==> src/rtl/mayo_gf16_unpack.sv <==
// Expands packed GF(16) nibbles read from BRAM into one element per byte,
// written back to a second BRAM region through the shared SHAKE-style port.
module mayo_gf16_unpack #(
    parameter int unsigned C_BRAMSIZE = 13
) (
    input  logic                  clk,
    input  logic                  rst,
    input  logic                  en,
    input  logic [31:0]           ilen,
    input  logic [31:0]           read_adr,
    input  logic [31:0]           write_adr,
    output logic                  done,
    output logic                  busy,
    output logic                  o_control,
    output logic                  BRAMA_en,
    output logic [3:0]            BRAMA_we,
    output logic [C_BRAMSIZE:0]   BRAMA_addr,
    output logic [31:0]           BRAMA_din,
    input  logic [31:0]           BRAMA_dout
);

    localparam int unsigned AW = C_BRAMSIZE + 1;

    typedef enum logic [2:0] {
        S_IDLE,
        S_READ,
        S_LATCH,
        S_WR0,
        S_WR1,
        S_FIN
    } state_e;

    state_e        state_q;
    logic [AW-1:0] rd_ptr_q;
    logic [AW-1:0] wr_ptr_q;
    logic [31:0]   rem_q;
    logic [15:0]   hi_q;
    logic          done_q;
    logic          busy_q;
    logic          bram_en_q;
    logic [3:0]    bram_we_q;
    logic [AW-1:0] bram_addr_q;
    logic [31:0]   bram_din_q;

    logic [AW-1:0] rd_base;
    logic [AW-1:0] wr_base;
    logic [31:0]   rem_d;
    logic          last_wr_c;
    logic          unused_adr_bits;

    function automatic logic [15:0] expand_byte(input logic [7:0] b);
        return {4'h0, b[7:4], 4'h0, b[3:0]};
    endfunction

    assign rd_base   = {read_adr[AW-1:2], 2'b00};
    assign wr_base   = {write_adr[AW-1:2], 2'b00};
    assign rem_d     = (rem_q > 32'd4) ? rem_q - 32'd4 : 32'd0;
    assign last_wr_c = (state_q == S_WR1) || (rem_q <= 32'd2);

    assign unused_adr_bits = ^{read_adr[31:AW], read_adr[1:0],
                               write_adr[31:AW], write_adr[1:0]};

    // Only the upper two lanes are needed after LATCH; lanes 0-1 feed WR0 directly.
    always_ff @(posedge clk) begin
        if (rst) begin
            state_q     <= S_IDLE;
            rd_ptr_q    <= '0;
            wr_ptr_q    <= '0;
            rem_q       <= '0;
            hi_q        <= '0;
            done_q      <= 1'b0;
            busy_q      <= 1'b0;
            bram_en_q   <= 1'b0;
            bram_we_q   <= 4'h0;
            bram_addr_q <= '0;
            bram_din_q  <= '0;
        end else begin
            done_q      <= 1'b0;
            bram_en_q   <= 1'b0;
            bram_we_q   <= 4'h0;
            bram_addr_q <= '0;
            bram_din_q  <= '0;
            case (state_q)
                S_IDLE: begin
                    if (en) begin
                        rd_ptr_q <= rd_base;
                        wr_ptr_q <= wr_base;
                        rem_q    <= ilen;
                        busy_q   <= 1'b1;
                        if (ilen == 32'd0) begin
                            state_q <= S_FIN;
                            done_q  <= 1'b1;
                        end else begin
                            state_q     <= S_READ;
                            bram_en_q   <= 1'b1;
                            bram_addr_q <= rd_base;
                        end
                    end
                end
                S_READ: state_q <= S_LATCH;
                S_LATCH: begin
                    hi_q        <= BRAMA_dout[31:16];
                    state_q     <= S_WR0;
                    bram_en_q   <= 1'b1;
                    bram_addr_q <= wr_ptr_q;
                    if (rem_q >= 32'd2) begin
                        bram_we_q  <= 4'b1111;
                        bram_din_q <= {expand_byte(BRAMA_dout[15:8]), expand_byte(BRAMA_dout[7:0])};
                    end else begin
                        bram_we_q  <= 4'b0011;
                        bram_din_q <= {16'h0, expand_byte(BRAMA_dout[7:0])};
                    end
                end
                S_WR0, S_WR1: begin
                    if (!last_wr_c) begin
                        state_q     <= S_WR1;
                        bram_en_q   <= 1'b1;
                        bram_addr_q <= wr_ptr_q + AW'(4);
                        if (rem_q >= 32'd4) begin
                            bram_we_q  <= 4'b1111;
                            bram_din_q <= {expand_byte(hi_q[15:8]), expand_byte(hi_q[7:0])};
                        end else begin
                            bram_we_q  <= 4'b0011;
                            bram_din_q <= {16'h0, expand_byte(hi_q[7:0])};
                        end
                    end else begin
                        rd_ptr_q <= rd_ptr_q + AW'(4);
                        wr_ptr_q <= wr_ptr_q + AW'(8);
                        rem_q    <= rem_d;
                        if (rem_d != 32'd0) begin
                            state_q     <= S_READ;
                            bram_en_q   <= 1'b1;
                            bram_addr_q <= rd_ptr_q + AW'(4);
                        end else begin
                            state_q <= S_FIN;
                            done_q  <= 1'b1;
                        end
                    end
                end
                S_FIN: begin
                    busy_q  <= 1'b0;
                    state_q <= S_IDLE;
                end
                default: state_q <= S_IDLE;
            endcase
        end
    end

    assign done       = done_q;
    assign busy       = busy_q;
    assign o_control  = busy_q;
    assign BRAMA_en   = bram_en_q;
    assign BRAMA_we   = bram_we_q;
    assign BRAMA_addr = bram_addr_q;
    assign BRAMA_din  = bram_din_q;

endmodule

==> config.mk <==
export PLATFORM = sky130hd
export DESIGN_NAME = mayo_gf16_unpack
export DESIGN_NICKNAME = d
export VERILOG_FILES = /design/src/rtl/mayo_gf16_unpack.sv
export SDC_FILE = /design/constraint.sdc
export NUM_CORES = 1
export LEC_CHECK = 0
export BUFFER_PORTS_ARGS = -buffer_cell sky130_fd_sc_hd__buf_2
export CAP_MARGIN = 20
export CELL_PAD_IN_SITES_DETAIL_PLACEMENT = 1
export CELL_PAD_IN_SITES_GLOBAL_PLACEMENT = 2
export CORE_UTILIZATION = 25
export DETAILED_ROUTE_END_ITERATION = 12
export GPL_TIMING_DRIVEN = 1
export HOLD_SLACK_MARGIN = 0.06
export PLACE_DENSITY = 0.78
export SLEW_MARGIN = 5
export SYNTH_ARGS = -nofsm -noshare
export SYNTH_HDL_FRONTEND = slang
export SYNTH_SLANG_ARGS = --single-unit
==> constraint.sdc <==
create_clock -name clk -period 2.9 [get_ports clk]
set_input_delay 0.435 -clock clk [delete_from_list [all_inputs] [get_ports clk]]
set_output_delay 0.435 -clock clk [all_outputs]
set_load 0.05 [all_outputs]
==> qor.yml, run 1 <==
powerDensity_nw_per_um2: 564
r2r-start: "rem_q[2]$_SDFFE_PP0P_"
vias_per_cell: 5.32
die-area_um2: 27700
cp-end-kind: "register"
drt_iter0_markers: 482
maxSlewHeadroom_pct: 34.3
synth_edf_count: 0
antenna_left: 0
r2r_end: "BRAMA_addr[2]$_SDFF_PP0_"
fillerInstances: 3254
cp_slowest_cell: "a2111oi_4"
violations: "DRC"
cts.sinks: 109
final_area_um2: 8740
finish.net_count: 1206
final.min_clock_period_ps: 2810
fin_crit_sh_pct: 96.9
slowest_delay_ps: 450
ys_warn_count: 0
drc: 4
skew_ps: 12.3
clk_latency_ps: 370
vias: 7498
routabilityCongestion: 0.884
grt_pass1_wl_mm: 42.4
syn_area_um2: 6770
ys_seq_area_share_pct: 32.2
cts_tree: "built"
grt_max_degree: 82
root_buffer: "clkbuf_16"
io_pins: 185
hold_path_end: "hi_q[13]$_SDFFE_PP0N_"
p_clk_share_pct: 26.5
ys_ff_latch: 109
critPathLaunchType: "register"
r2r_slack_ps: 90
synth.top_cell.area_share_pct: 32.2
area_growth_pct: 29.1
p_comb_share_pct: 37.6
synth_top_area_cell: "dfxtp_1"
timing.final.ws_setup_ps: 88.9
dp_worst_setup_slack_ps: -100
hp-class: "input port to register"
clockBufferDepth: 2
antenna_cells: 0
arrival_ps: 3050
hold_violations: 0
fmax_ghz: 0.356
crit_type: "register to register"
detailedRoute.firstPassIterationCount: 9
die_w_um: 167
grt_pass1_vias: 7573
synthTopCellsByArea: "dfxtp_1, nor2_1, nand2_1"
synth_cells: 901
slew_viol_final: 0
p_seq_share_pct: 35.9
place_area_um2: 8170
cp_cell_sequence: "inv_1 -> ha_2 -> buf_4 -> and2b_2 -> a211oi_2 -> o31ai_2 -> a2111oi_4 -> nand4_4 -> buf_6 -> o31ai_2 -> buf_4 -> o21ai_0"
start_util_pct: 25.8
reg2regPathDepth: 12
cts_inserted_buffers: 9
p_leak_uw: 0.00355
synthFlopType: "dfxtp_1"
holdPathStages: 3
switchingPower_uw: 1930
cp_data_required_time_ps: 3140
placeableCoreArea_um2: 26300
grt-ovfl-total: 0
routed_wl_mm: 26.8
io_buffers: 128
die_h_um: 167
antenna_found_initial: 0
syn_area_per_cell_um2: 7.51
holdCritStartpoint: "BRAMA_dout[29]"
ir_worst_vdd_uv: 297
track_usage_pct: 19.2
p_sw_share_pct: 39.3
setup-violations-final: 0
synth_cell_types: 80
maxCapViolations: 0
worst_pin_slew_ps: 986
fin_tns_setup_ps: 0
h-tree-depth: 3
cts.clk_slew.worst_paths_ps: 80
p_int_uw: 2990
status: "finished with violations"
hpwl_mm: 19.8
critPathMaxFanout: 8
fp-row-count: 59
drive_gt1_share_pct: 27.8
wire_per_inst_um: 19.0
synthArstFlopShare_pct: 0
## metrics by stage
stage          power [uW]  hold slack [ps]  utilization (%)  std cells
3_3_place_gp         3450              442             31.1       1385
4_1_cts              4840              286             32.5       1403
5_1_grt              5190              298             33.3       1410
2_1_floorplan        2830              436                -        917
3_5_place_dp         3480              451             31.1       1386
6_report             4930              295             33.3       1410
## worst max path at each step
stage / cells after the start / from / end / slack, ps
final: 12 / rem_q[2]$_SDFFE_PP0P_ / BRAMA_addr[2]$_SDFF_PP0_ / 90
after global routing: 10 / rem_q[12]$_SDFFE_PP0P_ / BRAMA_en$_SDFF_PP0_ / -20
after CTS: 9 / rem_q[9]$_SDFFE_PP0P_ / BRAMA_en$_SDFF_PP0_ / 8
after detailed placement: 11 / rem_q[2]$_SDFFE_PP0P_ / BRAMA_en$_SDFF_PP0_ / -100
after global placement: 11 / rem_q[2]$_SDFFE_PP0P_ / BRAMA_en$_SDFF_PP0_ / -30
after floorplan: 10 / rem_q[2]$_SDFFE_PP0P_ / BRAMA_addr[4]$_SDFF_PP0_ / 110
## per-layer routing
| metal | vias to the layer above | track usage (%) | part of all wire [%] | wire length (um) |
|---|---|---|---|---|
| li1 | 3603 | - | - | - |
| met4 | 0 | 5.80 | 2.0 | 531 |
| met5 | - | 0 | 0 | 0 |
| met1 | 3709 | 25.8 | 46 | 12400 |
| met3 | 30 | 2.23 | 3.5 | 926 |
| met2 | 156 | 32.1 | 48 | 12900 |
## power by group through the flow
stage	clock, uW	sequential, uW	combinational (uW)
6_report	1310	1770	1850
5_1_grt	1400	1790	2010
4_1_cts	1350	1760	1740
3_5_place_dp	0	1790	1690
3_3_place_gp	0	1790	1660
2_1_floorplan	0	1800	1020
## critical path, delay by kind of cell, from the launching register on
family	cells	cell delay, ps
buffers and inverters	4	560
flip-flops	1	340
AND/OR/NAND/NOR	2	420
adder cells (fa/ha/maj)	1	210
AO/OA/AOI/OAI	5	1150
## Yosys cell counts (all sizes together), types with 3 or more instances
library cell / instances
a2111oi: 3
a211oi: 8
a21o: 7
a21oi: 66
a222oi: 5
a22oi: 39
a311oi: 5
a31oi: 5
a32o: 4
and2: 6
and3: 11
and4: 5
buf: 34
clkbuf: 51
dfxtp: 109
ha: 5
inv: 15
nand2: 110
nand2b: 4
nand3: 29
nand4: 17
nand4b: 4
nor2: 126
nor2b: 4
nor3: 37
nor3b: 5
nor4: 24
nor4b: 3
o211ai: 7
o21ai: 48
o22ai: 4
o2bb2ai: 3
o311ai: 8
o31a: 6
o31ai: 13
o41ai: 6
or2: 4
or3: 5
or4: 8
xnor2: 15
xor2: 9
## state kept, by name (all words and copies together) (netlist names)
signal	count
rd_ptr_q	12
BRAMA_we	2
BRAMA_en	1
done	1
rem_q	32
BRAMA_addr	13
hi_q	16
wr_ptr_q	12
busy	1
BRAMA_din	16
state_q	3
## cells in the final DEF (no fill, tap or decap), types with 5 or more instances in the layout
master     count
a211oi_1       6
a21o_1         6
a21oi_1       66
a222oi_1       5
a22oi_1       39
a311oi_1       5
and2_1         6
and3_1        11
buf_12         5
buf_2        128
buf_4         93
clkbuf_16      9
conb_1        17
dfxtp_1      104
dfxtp_2        5
inv_1         14
nand2_1      108
nand3_1       28
nand4_1       14
nor2_1       124
nor3_1        30
nor3_2         6
nor3b_1        5
nor4_1        19
o211ai_1       7
o21ai_0       46
o311ai_0       7
o31a_1         6
o31ai_1       11
o41ai_1        5
or3_1          5
or4_1          5
xnor2_1       14
xor2_1         9
## cell type report
type | instances | area (um^2) | share of cell area (%)
Timing Repair Buffer | 230 | 1480 | 16.9
Multi-Input combinational cell | 705 | 4300 | 49.2
Clock buffer | 10 | 239 | 2.73
Inverter | 15 | 56.3 | 0.644
Clock inverter | 6 | 60.1 | 0.687
Sequential cell | 109 | 2190 | 25.0
Tap cell | 335 | 419 | 4.80
## cell families (layout without fill, tap and decap cells)
| group | count (synthesis) | in the layout | share of synthesized area [%] |
|---|---|---|---|
| xor+xnor | 24 | 24 | 3.11 |
| other cells | 1 | 17 | 0.0554 |
| fa+ha+maj | 5 | 5 | 0.924 |
| flops | 109 | 109 | 32.2 |
| compound gates | 251 | 251 | 25.2 |
| buf+inv | 103 | 261 | 7.95 |
| mux | 2 | 2 | 0.296 |
| simple gates | 406 | 406 | 30.3 |
## repair_timing
action,4_1_cts,5_1_grt
hold buffers,0,0
resized for setup,7,32
pin swaps,3,10
setup endpoints to repair,14,53
setup buffers,1,7
hold endpoints to repair,0,0
(Power assumes the default switching activity.)
==> run 2, diff against run 1 <==
CORE_UTILIZATION = 27   (was 25)
PLACE_DENSITY = 0.83   (was 0.78)
==> run 2 against run 1 <==
Against the previous run:
- sequential power about the same
- the run now ends clean
- die area fell by 7.3%
- worst hold slack worse by 4.5 ps
- register-to-register slack got worse by 20 ps
==> qor.yml, run 2 (synthesis results as in run 1) <==
critPathMaxFanout: 4  # was 8
p_leak_uw: 0.00351  # was 0.00355 uW
antenna_cells: 0  # unchanged
h-tree-depth: 3  # unchanged
drt_iter0_markers: 535  # was 482
cts_inserted_buffers: 9  # unchanged
dp_cells: 1375  # was 1,386
r2r_end: "BRAMA_en$_SDFF_PP0_"  # was BRAMA_addr[2]$_SDFF_PP0_
seqCellArea_um2: 2180  # was 2190 um^2
vias_per_cell: 5.40  # was 5.32
fin_tns_setup_ps: 0  # unchanged
vias: 7536  # was 7,498
grt_pass1_wl_mm: 41.0  # was 42.4 mm
grt-ovfl-total: 0  # unchanged
grt_max_degree: 50  # was 82
total_power_uw: 4890  # was 4930 uW
routabilityCongestion: 0.908  # was 0.884
root_buffer: "clkbuf_16"  # unchanged
r2r-start: "rem_q[12]$_SDFFE_PP0P_"  # was rem_q[2]$_SDFFE_PP0P_
ir_worst_vdd_uv: 247  # was 297 uV
rsz0062_at_grt: "true"
area_growth_pct: 28.3  # was 29.1%
switchingPower_uw: 1940  # was 1930 uW
hold_buffers: 0  # unchanged
hpwl_mm: 19.4  # was 19.8 mm
fin_crit_sh_pct: 97.5  # was 96.9%
holdCritStartpoint: "BRAMA_dout[29]"  # unchanged
clk_latency_ps: 370  # about the same
p_seq_share_pct: 36.1  # was 35.9%
track_usage_pct: 20.2  # was 19.2%
status: "finished clean"  # was finished with violations
final.min_clock_period_ps: 2830  # was 2810 ps
p_comb_share_pct: 36.8  # was 37.6%
hp-class: "input port to register"  # unchanged
cts_tree: "built"  # unchanged
hold_path_end: "hi_q[13]$_SDFFE_PP0N_"  # unchanged
largest-register: "rem_q"  # unchanged
clockBufferDepth: 2  # unchanged
io_buffers: 128  # unchanged
setup-violations-final: 0  # unchanged
cts.clk_slew.worst_paths_ps: 90  # was 80 ps
r2r_slack_ps: 70  # was 90 ps
start_util_pct: 27.7  # was 25.8%
fillerInstances: 2994  # was 3,254
die_w_um: 160  # was 167 um
reg2regPathDepth: 10  # was 12
maxCapViolations: 0  # unchanged
fp-row-count: 57  # was 59
antenna_found_initial: 0  # unchanged
timing.final.ws_setup_ps: 73.9  # was 88.9 ps
antenna_left: 0  # unchanged
worst_pin_slew_ps: 987  # was 986 ps
place_area_um2: 8210  # was 8170 um^2
grt_pass1_vias: 7427  # was 7,573
finish.net_count: 1203  # was 1,206
arrival_ps: 3080  # was 3050 ps
cts.sinks: 109  # unchanged
final_common_cell: "buf_2"  # unchanged
io_pins: 185  # unchanged
cp-end-kind: "register"  # unchanged
fmax_ghz: 0.354  # was 0.356 GHz
maxSlewHeadroom_pct: 34.2  # was 34.3%
drc: 0  # was 4
routed_wl_mm: 26.1  # was 26.8 mm
powerDensity_nw_per_um2: 563  # was 564 nW/um^2
placeableCoreArea_um2: 24500  # was 26,300 um^2
p_sw_share_pct: 39.6  # was 39.3%
wire_per_inst_um: 18.7  # was 19.0 um
slew_viol_final: 0  # unchanged
crit_type: "register to register"  # unchanged
p_int_uw: 2960  # was 2990 uW
crit_start: "rem_q[12]$_SDFFE_PP0P_"  # was rem_q[2]$_SDFFE_PP0P_
holdPathStages: 3  # unchanged
die_h_um: 160  # was 167 um
largest_reg_flops: 32  # unchanged
drive_gt1_share_pct: 26.8  # was 27.8%
final_area_um2: 8680  # was 8740 um^2
dp_worst_setup_slack_ps: 13.4  # was -100 ps
stdcell_count: 1396  # was 1,410
critPathLaunchType: "register"  # unchanged
skew_ps: 11.4  # was 12.3 ps
final_cell_mix: "buf_2, nor2_1, dfxtp_1"  # was buf_2, nor2_1, nand2_1
die-area_um2: 25700  # was 27,700 um^2
p_clk_share_pct: 27.1  # was 26.5%
multi_input_area_um2: 4240  # was 4300 um^2
hold_violations: 0  # unchanged
detailedRoute.firstPassIterationCount: 5  # was 9
cp_data_required_time_ps: 3150  # was 3140 ps
[run 2: cell count changes in the layout (fill, tap and decap cells not counted), sizes merged]
cell	before	now
buf	230	227
clkbuf	10	9
clkinvlp	0	1
clkinv	1	3
inv	20	18
[run 2: cell type report]
type | count | area share, %
clock buffer | 9 | 2.59
tap | 324 | 4.67
clock inverter | 7 | 1.01
sequential | 109 | 25.1
multi-input combinational | 705 | 48.8
inverter | 15 | 0.648
timing repair buffer | 227 | 17.2
[run 2: how the worst max path moves through the flow]
stage | end | depth (start not counted)
after floorplan | BRAMA_addr[4]$_SDFF_PP0_ | 10
after global placement | rem_q[28]$_SDFFE_PP0P_ | 8
after detailed placement | BRAMA_addr[10]$_SDFF_PP0_ | 11
after CTS | BRAMA_addr[10]$_SDFF_PP0_ | 10
after global routing | BRAMA_addr[6]$_SDFF_PP0_ | 12
final | BRAMA_en$_SDFF_PP0_ | 10
[run 2: power by group through the flow]
stage,clock (uW),sequential (uW),combinational (uW)
after floorplan,0,1800,1020
after global placement,0,1790,1660
after detailed placement,0,1790,1690
after CTS,1360,1760,1710
after global routing,1420,1780,1940
final,1330,1770,1800
[run 2: metrics by stage]
| step | util (%) | hold slack [ps] |
|---|---|---|
| finish | 35.5 | 290 |
| global placement | 33.5 | 442 |
| floorplan | - | 436 |
| global route | 35.5 | 286 |
| CTS | 34.9 | 287 |
| detailed placement | 33.6 | 449 |
[run 2: timing repair]
item,4_1_cts,5_1_grt
resized for setup,1,24
pin swaps,2,7
setup buffers,0,5
endpoints found under the setup margin,3,15
[run 2: worst max-delay path, stage by stage, from the launching register on]
cell     delay, ps
dfxtp_1        400
nor4_4         320
buf_4          170
nand4_4        110
or4_4          560
a32o_1         300
nor3_4         220
buf_4          150
o41ai_2         70
buf_4          150
a31oi_1        260
[run 2: per-layer routing]
metal,vias to the layer above,track usage [%],share of wire [%]
li1,3588,-,-
met3,43,2.69,3.6
met2,190,34.2,49
met4,0,6.28,2.3
met1,3715,26.5,45
met5,-,0,0
